### src/rtl/cpu_pkg.sv
// Shared CPU-side types for the vector memory reader: FSM state encoding and lane index width.
package cpu_pkg;

  localparam int unsigned PKG_VECTOR_SIZE  = 6;
  localparam int unsigned LANE_INDEX_WIDTH = $clog2(PKG_VECTOR_SIZE);

  typedef enum logic [2:0] {
    IDLE,
    READ,
    WAIT,
    SEND,
    DONE
  } reader_state_t;

endpackage

### src/rtl/vector_lane_buffer.sv
// Holds one memory word split into lanes and presents the lane picked by the lane index.
module vector_lane_buffer
  import cpu_pkg::*;
#(
  parameter int unsigned DATA_WIDTH  = 8,
  parameter int unsigned VECTOR_SIZE = PKG_VECTOR_SIZE,
  parameter int unsigned LANE_W      = LANE_INDEX_WIDTH
) (
  input  logic                              i_clk,
  input  logic                              i_rst,
  input  logic                              i_load,
  input  logic [DATA_WIDTH*VECTOR_SIZE-1:0] i_word,
  input  logic [LANE_W-1:0]                 i_lane,
  output logic [DATA_WIDTH-1:0]             o_lane_data
);

  logic [DATA_WIDTH-1:0] r_lanes [VECTOR_SIZE];

  always_ff @(posedge i_clk or posedge i_rst) begin
    if (i_rst) begin
      for (int i = 0; i < int'(VECTOR_SIZE); i++) r_lanes[i] <= '0;
    end else if (i_load) begin
      for (int i = 0; i < int'(VECTOR_SIZE); i++) r_lanes[i] <= i_word[i*DATA_WIDTH +: DATA_WIDTH];
    end
  end

  assign o_lane_data = r_lanes[i_lane];

endmodule

### src/rtl/vector_mem_reader.sv
// Dumps a run of vector words from data memory as a byte stream over valid/ready.
module vector_mem_reader
  import cpu_pkg::*;
#(
  parameter int unsigned DATA_WIDTH    = 8,
  parameter int unsigned VECTOR_SIZE   = PKG_VECTOR_SIZE,
  parameter int unsigned ADDRESS_WIDTH = 8
) (
  input  logic                              clock,
  input  logic                              reset,
  input  logic                              start,
  input  logic [ADDRESS_WIDTH-1:0]          baseAddress,
  input  logic [ADDRESS_WIDTH:0]            wordCount,
  output logic                              memReadEnable,
  output logic [ADDRESS_WIDTH-1:0]          memReadAddress,
  input  logic [DATA_WIDTH*VECTOR_SIZE-1:0] memReadData,
  output logic [DATA_WIDTH-1:0]             byteData,
  output logic                              byteValid,
  input  logic                              byteReady,
  output logic                              busy,
  output logic                              done
);

  localparam int unsigned LANE_W = $clog2(VECTOR_SIZE);
  localparam logic [LANE_W-1:0] LAST_LANE = LANE_W'(VECTOR_SIZE - 1);

  reader_state_t            r_state;
  logic [ADDRESS_WIDTH-1:0] r_addr;
  logic [ADDRESS_WIDTH:0]   r_remaining;
  logic [LANE_W-1:0]        r_lane;
  logic [DATA_WIDTH-1:0]    w_lane_data;
  logic                     w_load;

  assign w_load = (r_state == WAIT);

  vector_lane_buffer #(
    .DATA_WIDTH  (DATA_WIDTH),
    .VECTOR_SIZE (VECTOR_SIZE),
    .LANE_W      (LANE_W)
  ) u_lane_buffer (
    .i_clk       (clock),
    .i_rst       (reset),
    .i_load      (w_load),
    .i_word      (memReadData),
    .i_lane      (r_lane),
    .o_lane_data (w_lane_data)
  );

  always_ff @(posedge clock or posedge reset) begin
    if (reset) begin
      r_state     <= IDLE;
      r_addr      <= '0;
      r_remaining <= '0;
      r_lane      <= '0;
    end else begin
      unique case (r_state)
        IDLE: begin
          if (start) begin
            r_addr      <= baseAddress;
            r_remaining <= wordCount;
            r_state     <= (wordCount == '0) ? DONE : READ;
          end
        end
        READ: r_state <= WAIT;
        WAIT: begin
          r_lane  <= '0;
          r_state <= SEND;
        end
        SEND: begin
          if (byteReady) begin
            if (r_lane == LAST_LANE) begin
              r_lane      <= '0;
              r_addr      <= r_addr + ADDRESS_WIDTH'(1);
              r_remaining <= r_remaining - (ADDRESS_WIDTH + 1)'(1);
              // remaining still holds the pre-decrement count here
              r_state     <= (r_remaining != (ADDRESS_WIDTH + 1)'(1)) ? READ : DONE;
            end else begin
              r_lane <= r_lane + LANE_W'(1);
            end
          end
        end
        DONE: r_state <= IDLE;
        default: r_state <= IDLE;
      endcase
    end
  end

  // Outputs decode straight from state and registers; byteReady never reaches them.
  assign memReadEnable  = (r_state == READ);
  assign memReadAddress = (r_state == READ) ? r_addr : '0;
  assign byteValid      = (r_state == SEND);
  assign byteData       = (r_state == SEND) ? w_lane_data : '0;
  assign busy           = (r_state != IDLE);
  assign done           = (r_state == DONE);

endmodule

### config.mk
export PLATFORM = sky130hd
export DESIGN_NAME = vector_mem_reader
export DESIGN_NICKNAME = d
export VERILOG_FILES = /design/src/rtl/cpu_pkg.sv /design/src/rtl/vector_lane_buffer.sv /design/src/rtl/vector_mem_reader.sv
export SDC_FILE = /design/constraint.sdc
export NUM_CORES = 1
export LEC_CHECK = 0
export CAP_MARGIN = 20
export CORE_ASPECT_RATIO = 1.2
export CORE_MARGIN = 5
export CORE_UTILIZATION = 45
export CTS_CLUSTER_DIAMETER = 100
export CTS_CLUSTER_SIZE = 24
export DETAILED_ROUTE_END_ITERATION = 10
export PLACE_DENSITY = 0.86
export SLEW_MARGIN = 10
export SYNTH_ARGS = -nofsm -noshare
export SYNTH_HDL_FRONTEND = slang
export SYNTH_SLANG_ARGS = --single-unit
### constraint.sdc
create_clock -name clock -period 2.23 [get_ports clock]
set_input_delay 0.3345 -clock clock [delete_from_list [all_inputs] [get_ports clock]]
set_output_delay 0.3345 -clock clock [all_outputs]
set_load 0.01 [all_outputs]
==> key figures, run 1 <==
Drt
  • Drt total wl: 9.57 mm
  • Initial DRC Count: 105
  • Residual DRC count: 0
  • Routed vias/inst: 5.51
  • DR vias: 3036
  • Pre-Repair DR Iteration Count: 4
  • DR WL/cell: 17.4 um
  • Routed Antenna Nets: 0

Cells and area
  • Commonest non-fill, non-tap cell in the layout: clkdlybuf4s50_1
  • Final nets: 504
  • Most frequent cells in the layout: clkdlybuf4s50_1, dfrtp_1, mux2_2
  • P&R area growth vs syn: 40.1%
  • Layout cells sized above 1: 32.5%
  • N_diodes: 0

GRT
  • Global route overflow: 0
  • Largest net degree at the start of global routing: 72
  • Grt met1 use: 23.8%
  • M2 GR Usage: 32.2%
  • Global routing's busiest layer: met2
  • Overall Global Routing Usage: 18.9%
  • Initial antenna violation count: 0
  • Met3 Usage GRT: 3.33%
  • First-pass GRT wire length: 15.1 mm
  • Vias in the first global route: 3123

Worst setup path
  • Worst setup EP type: output port
  • Critical path type: reg2out
  • Startpoint types: flop
  • FF-to-FF End: u_lane_buffer.r_lanes[4]
  • R2R Path Start: r_state[2]
  • Crit-path cells: buf_12 > buf_6 > mux4_2 > a22oi_2 > nor2_2 > buf_2
  • R2R depth: 6
  • Crit-path max FO: 7
  • Arrival time worst endpoint: 1910 ps
  • Crit-path max cell delay: 490 ps
  • R2R Setup Slk: 220 ps
  • Worst Path Required: 1900 ps
  • Slowest CP cell: mux4_2

Synth
  • Synth Area in Compound Gates: 11.5%
  • Synth warnings: 0
  • Seq/Total Area, Yosys: 47.4%
  • EDFF count, synth: 0
  • Library cells used by synthesis: 51
  • Synth async-reset ratio: 100%
  • Multiplexer share of the synthesized area: 22.9%
  • Top FF cell, synth: dfrtp_1
  • Post-synthesis simple-gate area fraction: 12.8%
  • Synth Instances: 316
  • Post-Syn Nets: 388
  • Synth Area in Adders: 1.00%
  • Synthesized area: 0.00375 mm2
  • Largest family of logic cells by synthesized area: multiplexers
  • Post-Synth XOR/XNOR Area: 0%
  • Yosys reg bits: 71
  • Avg Cell Area, Syn: 11.9 um2

CTS
  • Post-CTS Hold Buffers: 0
  • Root buffer cell: clkbuf_8
  • Clock Pin Slew Worst Setup and Hold Paths: 80 ps
  • Clock latency at the later pin of the worst-skew pair: 340 ps
  • CTS buffer count: 9
  • Clk buf depth: 2
  • CTS HTree Levels: 3
  • TritonCTS clock tree: built
  • CTS sink count: 71

Power
  • Total power: 0.00688 W
  • Leak pwr: 2.30 nW
  • Pwr dens: 1310 mW/mm2
  • Max IR drop VDD: 1.00 mV

Floorplanning
  • Total Die Area: 0.0103 mm2
  • # rows: 36
  • Die Span X: 93.3 um
  • Die Y: 110 um
  • IO Pins: 89
  • Placeable core area: 0.00815 mm2
  • Starting Density: 46.0%

Timing
  • Slew Limit Fails: 0
  • F_max: 446 MHz
  • Final critical-path share of the clock period: 101%
  • RSZ-0062 raised after global routing: true
  • Worst Clk Skew: 4.65 ps
  • Final setup fails: 1
  • Tmin final: 2240 ps
  • Final Hold Vio Count: 0
  • Setup TNS: -13.9 ps
  • Worst slew pin tran: 531 ps
  • Final Worst Setup Slack: -13.9 ps
  • Max_slew headroom: 64.3%

Flow run
  • Max Cap Viol: 0

Place
  • RD Place Congestion: 0.879
  • Hpwl dp: 6.57 mm
  • PortBufs: 88

Run status
  • Status: finished, violations left
  • Violated checks: negative setup slack

Worst hold path
  • Hold Crit Class: in2async
## area by class of cell
class                   instances  area [um2]
fillers                       597        2900
multi-input cells             217        1860
flip-flops and latches         71        1780
repair buffers                126        1200
well taps                     114         143
clock buffers                  10         138
clock inverters                 6         108
inverters                       7        26.3
## kinds of logic after synthesis
kind of cell             after synthesis
multiplexers                          68
AND/OR/NAND/NOR                       86
adder cells (fa/ha/maj)                3
AO/OA/AOI/OAI                         60
buffers and inverters                 28
flip-flops                            71
## worst max path at each step
stage,from,end,slack [ps]
5_1_grt,r_lane[1],byteData[2],-90
4_1_cts,r_lane[1],byteData[2],0.9
6_report,r_lane[1],byteData[2],-10
3_5_place_dp,r_lane[1],byteData[0],80
2_1_floorplan,reset,r_addr[0],100
3_3_place_gp,r_lane[1],byteData[0],100
## flip-flops by register name, indices dropped and copies added (netlist names)
signal and cells:
r_state 3, r_addr 8, u_lane_buffer.r_lanes 48, r_remaining 9, r_lane 3
## worst max-delay path: cells and delay by family, from the launching register on
kind	cells	cell delay, ps
buffers and inverters	3	370
flip-flops	1	410
AND/OR/NAND/NOR	1	70
AO/OA/AOI/OAI	1	220
multiplexers	1	490
## synth_stat cells (all sizes together) (5+ instances only)
master,instances,share of area (%)
o22ai,5,0.83
inv,6,0.60
dfrtp,71,47
a21oi,6,0.80
nor2,21,2.3
and2,9,1.5
nand3,7,0.93
o21ai,11,1.5
buf,18,3.4
nor3,19,2.7
a22oi,8,1.6
a2bb2oi,11,2.7
mux4,8,4.9
nand2,13,1.3
mux2,58,18
## stage by stage
step,instances,worst slack [ps],hold slack [ps],instance area [um2],util [%]
2_1_floorplan,316,98.9,449,3750,-
3_3_place_gp,514,96.8,461,4810,59.0
3_5_place_dp,514,76.3,472,4810,59.0
4_1_cts,540,0.886,399,5140,63.1
5_1_grt,551,-89.4,424,5260,64.5
6_report,551,-13.9,351,5260,64.5
## routing by layer
metal / up-vias / part of all wire [%]
met5: - / 0
met4: 0 / 1.5
met3: 15 / 5.4
met2: 95 / 50
met1: 1512 / 43
li1: 1414 / -
## report_power, final
| part | leakage [nW] | internal [W] | total [W] | switching, W |
|---|---|---|---|---|
| registers | 0.847 | 0.00192 | 0.00240 | 0.000480 |
| clock network | 0.122 | 0.000770 | 0.00126 | 0.000493 |
| logic | 1.33 | 0.00183 | 0.00321 | 0.00139 |
## what timing repair did
action                                  4_1_cts  5_1_grt
endpoints found under the setup margin       17       16
gates cloned                                  0        1
pin swaps                                     5        5
resized for setup                            36       20
setup buffers                                10       10
Note: power is estimated with default switching activity, not from simulation.
==> run 2, diff against run 1 <==
--- a/config.mk
+++ b/config.mk
@@ -5,6 +5,7 @@
 export SDC_FILE = /design/constraint.sdc
 export NUM_CORES = 1
 export LEC_CHECK = 0
+export ABC_CLOCK_PERIOD_IN_PS = 2230
 export CAP_MARGIN = 20
 export CORE_ASPECT_RATIO = 1.2
 export CORE_MARGIN = 5
@@ -13,7 +14,7 @@
 export CTS_CLUSTER_SIZE = 24
 export DETAILED_ROUTE_END_ITERATION = 10
 export PLACE_DENSITY = 0.86
-export SLEW_MARGIN = 10
+export SLEW_MARGIN = 30
 export SYNTH_ARGS = -nofsm -noshare
 export SYNTH_HDL_FRONTEND = slang
 export SYNTH_SLANG_ARGS = --single-unit
==> results of run 2 <==
The final DEF is identical to that of run 1; final timing and power are the same.
==> run 3, diff against run 2 <==
--- a/config.mk
+++ b/config.mk
@@ -5,7 +5,7 @@
 export SDC_FILE = /design/constraint.sdc
 export NUM_CORES = 1
 export LEC_CHECK = 0
-export ABC_CLOCK_PERIOD_IN_PS = 2230
+export ABC_CLOCK_PERIOD_IN_PS = 1800
 export CAP_MARGIN = 20
 export CORE_ASPECT_RATIO = 1.2
 export CORE_MARGIN = 5
==> constraint.sdc (replaced) <==
create_clock -name clock -period 1.8 [get_ports clock]
set_input_delay 0.27 -clock clock [delete_from_list [all_inputs] [get_ports clock]]
set_output_delay 0.27 -clock clock [all_outputs]
set_load 0.01 [all_outputs]
==> key figures, run 3 (synthesis gave the netlist of run 1 again) <==
Run status
  • Status: finished, violations left (unchanged)
  • Violated checks: negative setup slack (unchanged)

Power
  • Sw Pwr: 0.00326 W (was 0.00236 W)
  • Sw frac: 35.8% (was 34.3%)
  • Max IR drop VDD: 1.23 mV (was 1.00 mV)
  • Total power: 0.00913 W (was 0.00688 W)
  • Seq pwr share: 33.2% (was 34.9%)
  • Comb power frac: 49.0% (was 46.7%)
  • Leak pwr: 2.34 nW (was 2.30 nW)
  • Clock share of power: 17.8% (was 18.4%)
  • P_int: 0.00586 W (was 0.00452 W)
  • Pwr dens: 1620 mW/mm2 (was 1310 mW/mm2)

CTS
  • CTS sink count: 71 (unchanged)
  • Clk buf depth: 2 (unchanged)
  • TritonCTS clock tree: built (unchanged)
  • Root buffer cell: clkbuf_8 (unchanged)
  • CTS HTree Levels: 3 (unchanged)
  • Clock Pin Slew Worst Setup and Hold Paths: 80 ps (about the same)
  • CTS buffer count: 9 (unchanged)
  • Clock latency at the later pin of the worst-skew pair: 350 ps (was 340 ps)

Cells and area
  • N_diodes: 0 (unchanged)
  • Fin cells: 565 (was 551)
  • Layout cells sized above 1: 43.5% (was 32.5%)
  • Max reg flops: 48 (unchanged)
  • Final nets: 518 (was 504)
  • Filler cells: 561 (was 597)
  • Commonest non-fill, non-tap cell in the layout: dfrtp_1 (was clkdlybuf4s50_1)
  • Most frequent cells in the layout: dfrtp_1, clkdlybuf4s50_1, mux2_2 (was clkdlybuf4s50_1, dfrtp_1, mux2_2)
  • Final core occ: 69.2% (was 64.5%)
  • Top reg by flops: u_lane_buffer.r_lanes (unchanged)
  • Largest regs: u_lane_buffer.r_lanes: 48 flops, r_remaining: 9 flops, r_addr: 8 flops (unchanged)
  • P&R area growth vs syn: 50.3% (was 40.1%)

Timing
  • Final critical-path share of the clock period: 121%
  • Setup TNS: -5090 ps (was -13.9 ps)
  • F_max: 460 MHz
  • RSZ-0062 raised after global routing: true (unchanged)
  • Final Worst Setup Slack: -372 ps (was -13.9 ps)
  • Worst slew pin tran: 475 ps (was 531 ps)
  • Final Hold Vio Count: 0 (unchanged)
  • Slew Limit Fails: 0 (unchanged)
  • Final setup fails: 30 (was 1)
  • Max_slew headroom: 68.1% (was 64.3%)
  • Worst Clk Skew: 11.4 ps (was 4.65 ps)
  • Tmin final: 2170 ps

Floorplanning
  • Starting Density: 46.0% (unchanged)
  • Die Y: 110 um (unchanged)
  • Total Die Area: 0.0103 mm2 (unchanged)
  • IO Pins: 89 (unchanged)
  • # rows: 36 (unchanged)
  • Placeable core area: 0.00815 mm2 (unchanged)
  • Die Span X: 93.3 um (unchanged)

Drt
  • Routed vias/inst: 5.62 (was 5.51)
  • Drt total wl: 10.9 mm (was 9.57 mm)
  • DR vias: 3174 (was 3036)
  • Initial DRC Count: 114 (was 105)
  • Residual DRC count: 0 (unchanged)
  • Routed Antenna Nets: 0 (unchanged)
  • Pre-Repair DR Iteration Count: 4 (unchanged)
  • DR WL/cell: 19.3 um (was 17.4 um)

GRT
  • Overall Global Routing Usage: 21.1% (was 18.9%)
  • Largest net degree at the start of global routing: 37 (was 72)
  • First-pass GRT wire length: 16.7 mm (was 15.1 mm)
  • Vias in the first global route: 3351 (was 3123)
  • Initial antenna violation count: 0 (unchanged)
  • Global route overflow: 0 (unchanged)

Worst setup path
  • Worst Path Required: 1530 ps (was 1900 ps)
  • Startpoint types: flop (unchanged)
  • Arrival time worst endpoint: 1900 ps (was 1910 ps)
  • Crit-path max FO: 4 (was 7)
  • Worst setup EP type: output port (unchanged)
  • Critical path type: reg2out (unchanged)

Place
  • Post-place setup slack: -279 ps (was 76.3 ps)
  • RD Place Congestion: 0.905 (was 0.879)
  • Placed cells: 531 (was 514)
  • PortBufs: 88 (unchanged)
  • Hpwl dp: 6.96 mm (was 6.57 mm)

Flow run
  • Max Cap Viol: 0 (unchanged)

Worst hold path
  • Hold Crit Class: in2async (unchanged)
[run 3: cell type report]
cell class	count	area, um2	share of cell area, %
sequential	71	1780	31.6
inverter	7	30.0	0.533
multi-input combinational	217	2050	36.3
clock inverter	5	104	1.84
tap	114	143	2.53
timing repair buffer	140	1380	24.5
clock buffer	11	151	2.68
[run 3: worst paths after layout]
| path | startpoint | endpoint | slack [ps] | cells after the start |
|---|---|---|---|---|
| max in group asynchronous | reset | r_lane[2] | 1020 | 3 |
| min reg2reg | u_lane_buffer.r_lanes[33] | u_lane_buffer.r_lanes[33] | 490 | 1 |
| max reg2reg | r_lane[1] | r_remaining[1] | -220 | 9 |
| min in group clock | u_lane_buffer.r_lanes[33] | u_lane_buffer.r_lanes[33] | 490 | 1 |
| max | r_lane[1] | byteData[4] | -370 | 6 |
| min | reset | u_lane_buffer.r_lanes[45] | 270 | 2 |
[run 3: what timing repair did]
action	CTS	global route
setup buffers	9	7
setup endpoints to repair	31	37
pin swaps	13	11
hold buffers	0	0
resized for setup	81	71
cloned	1	2
endpoints found under the hold margin	0	0
[run 3: routing by layer]
| metal | track usage, % | vias up | wire length [um] |
|---|---|---|---|
| li1 | - | 1448 | - |
| met3 | 5.84 | 23 | 822 |
| met4 | 7.12 | 0 | 247 |
| met1 | 25.2 | 1552 | 4210 |
| met5 | 0 | - | 0 |
| met2 | 36.9 | 151 | 5610 |
[run 3: per-stage QoR]
stage	hold WS (ps)	instance area [um2]
global placement	464	4980
finish	273	5640
CTS	266	5400
floorplan	405	3750
detailed placement	477	4980
global route	307	5640
[run 3: worst max-delay path: stages (launching register included)]
cell and delay, ps:
dfrtp_1 370, buf_6 110, buf_6 110, mux4_2 510
a22oi_2 240, nor2_2 70, buf_2 140
[run 3: power groups by stage]
stage               Clock [W]  Sequential, W  Combinational [W]
finish                0.00162        0.00303            0.00447
global route          0.00172        0.00311            0.00484
CTS                   0.00165        0.00294            0.00412
detailed placement          0        0.00297            0.00389
global placement            0        0.00294            0.00378
floorplan                   0        0.00275            0.00264
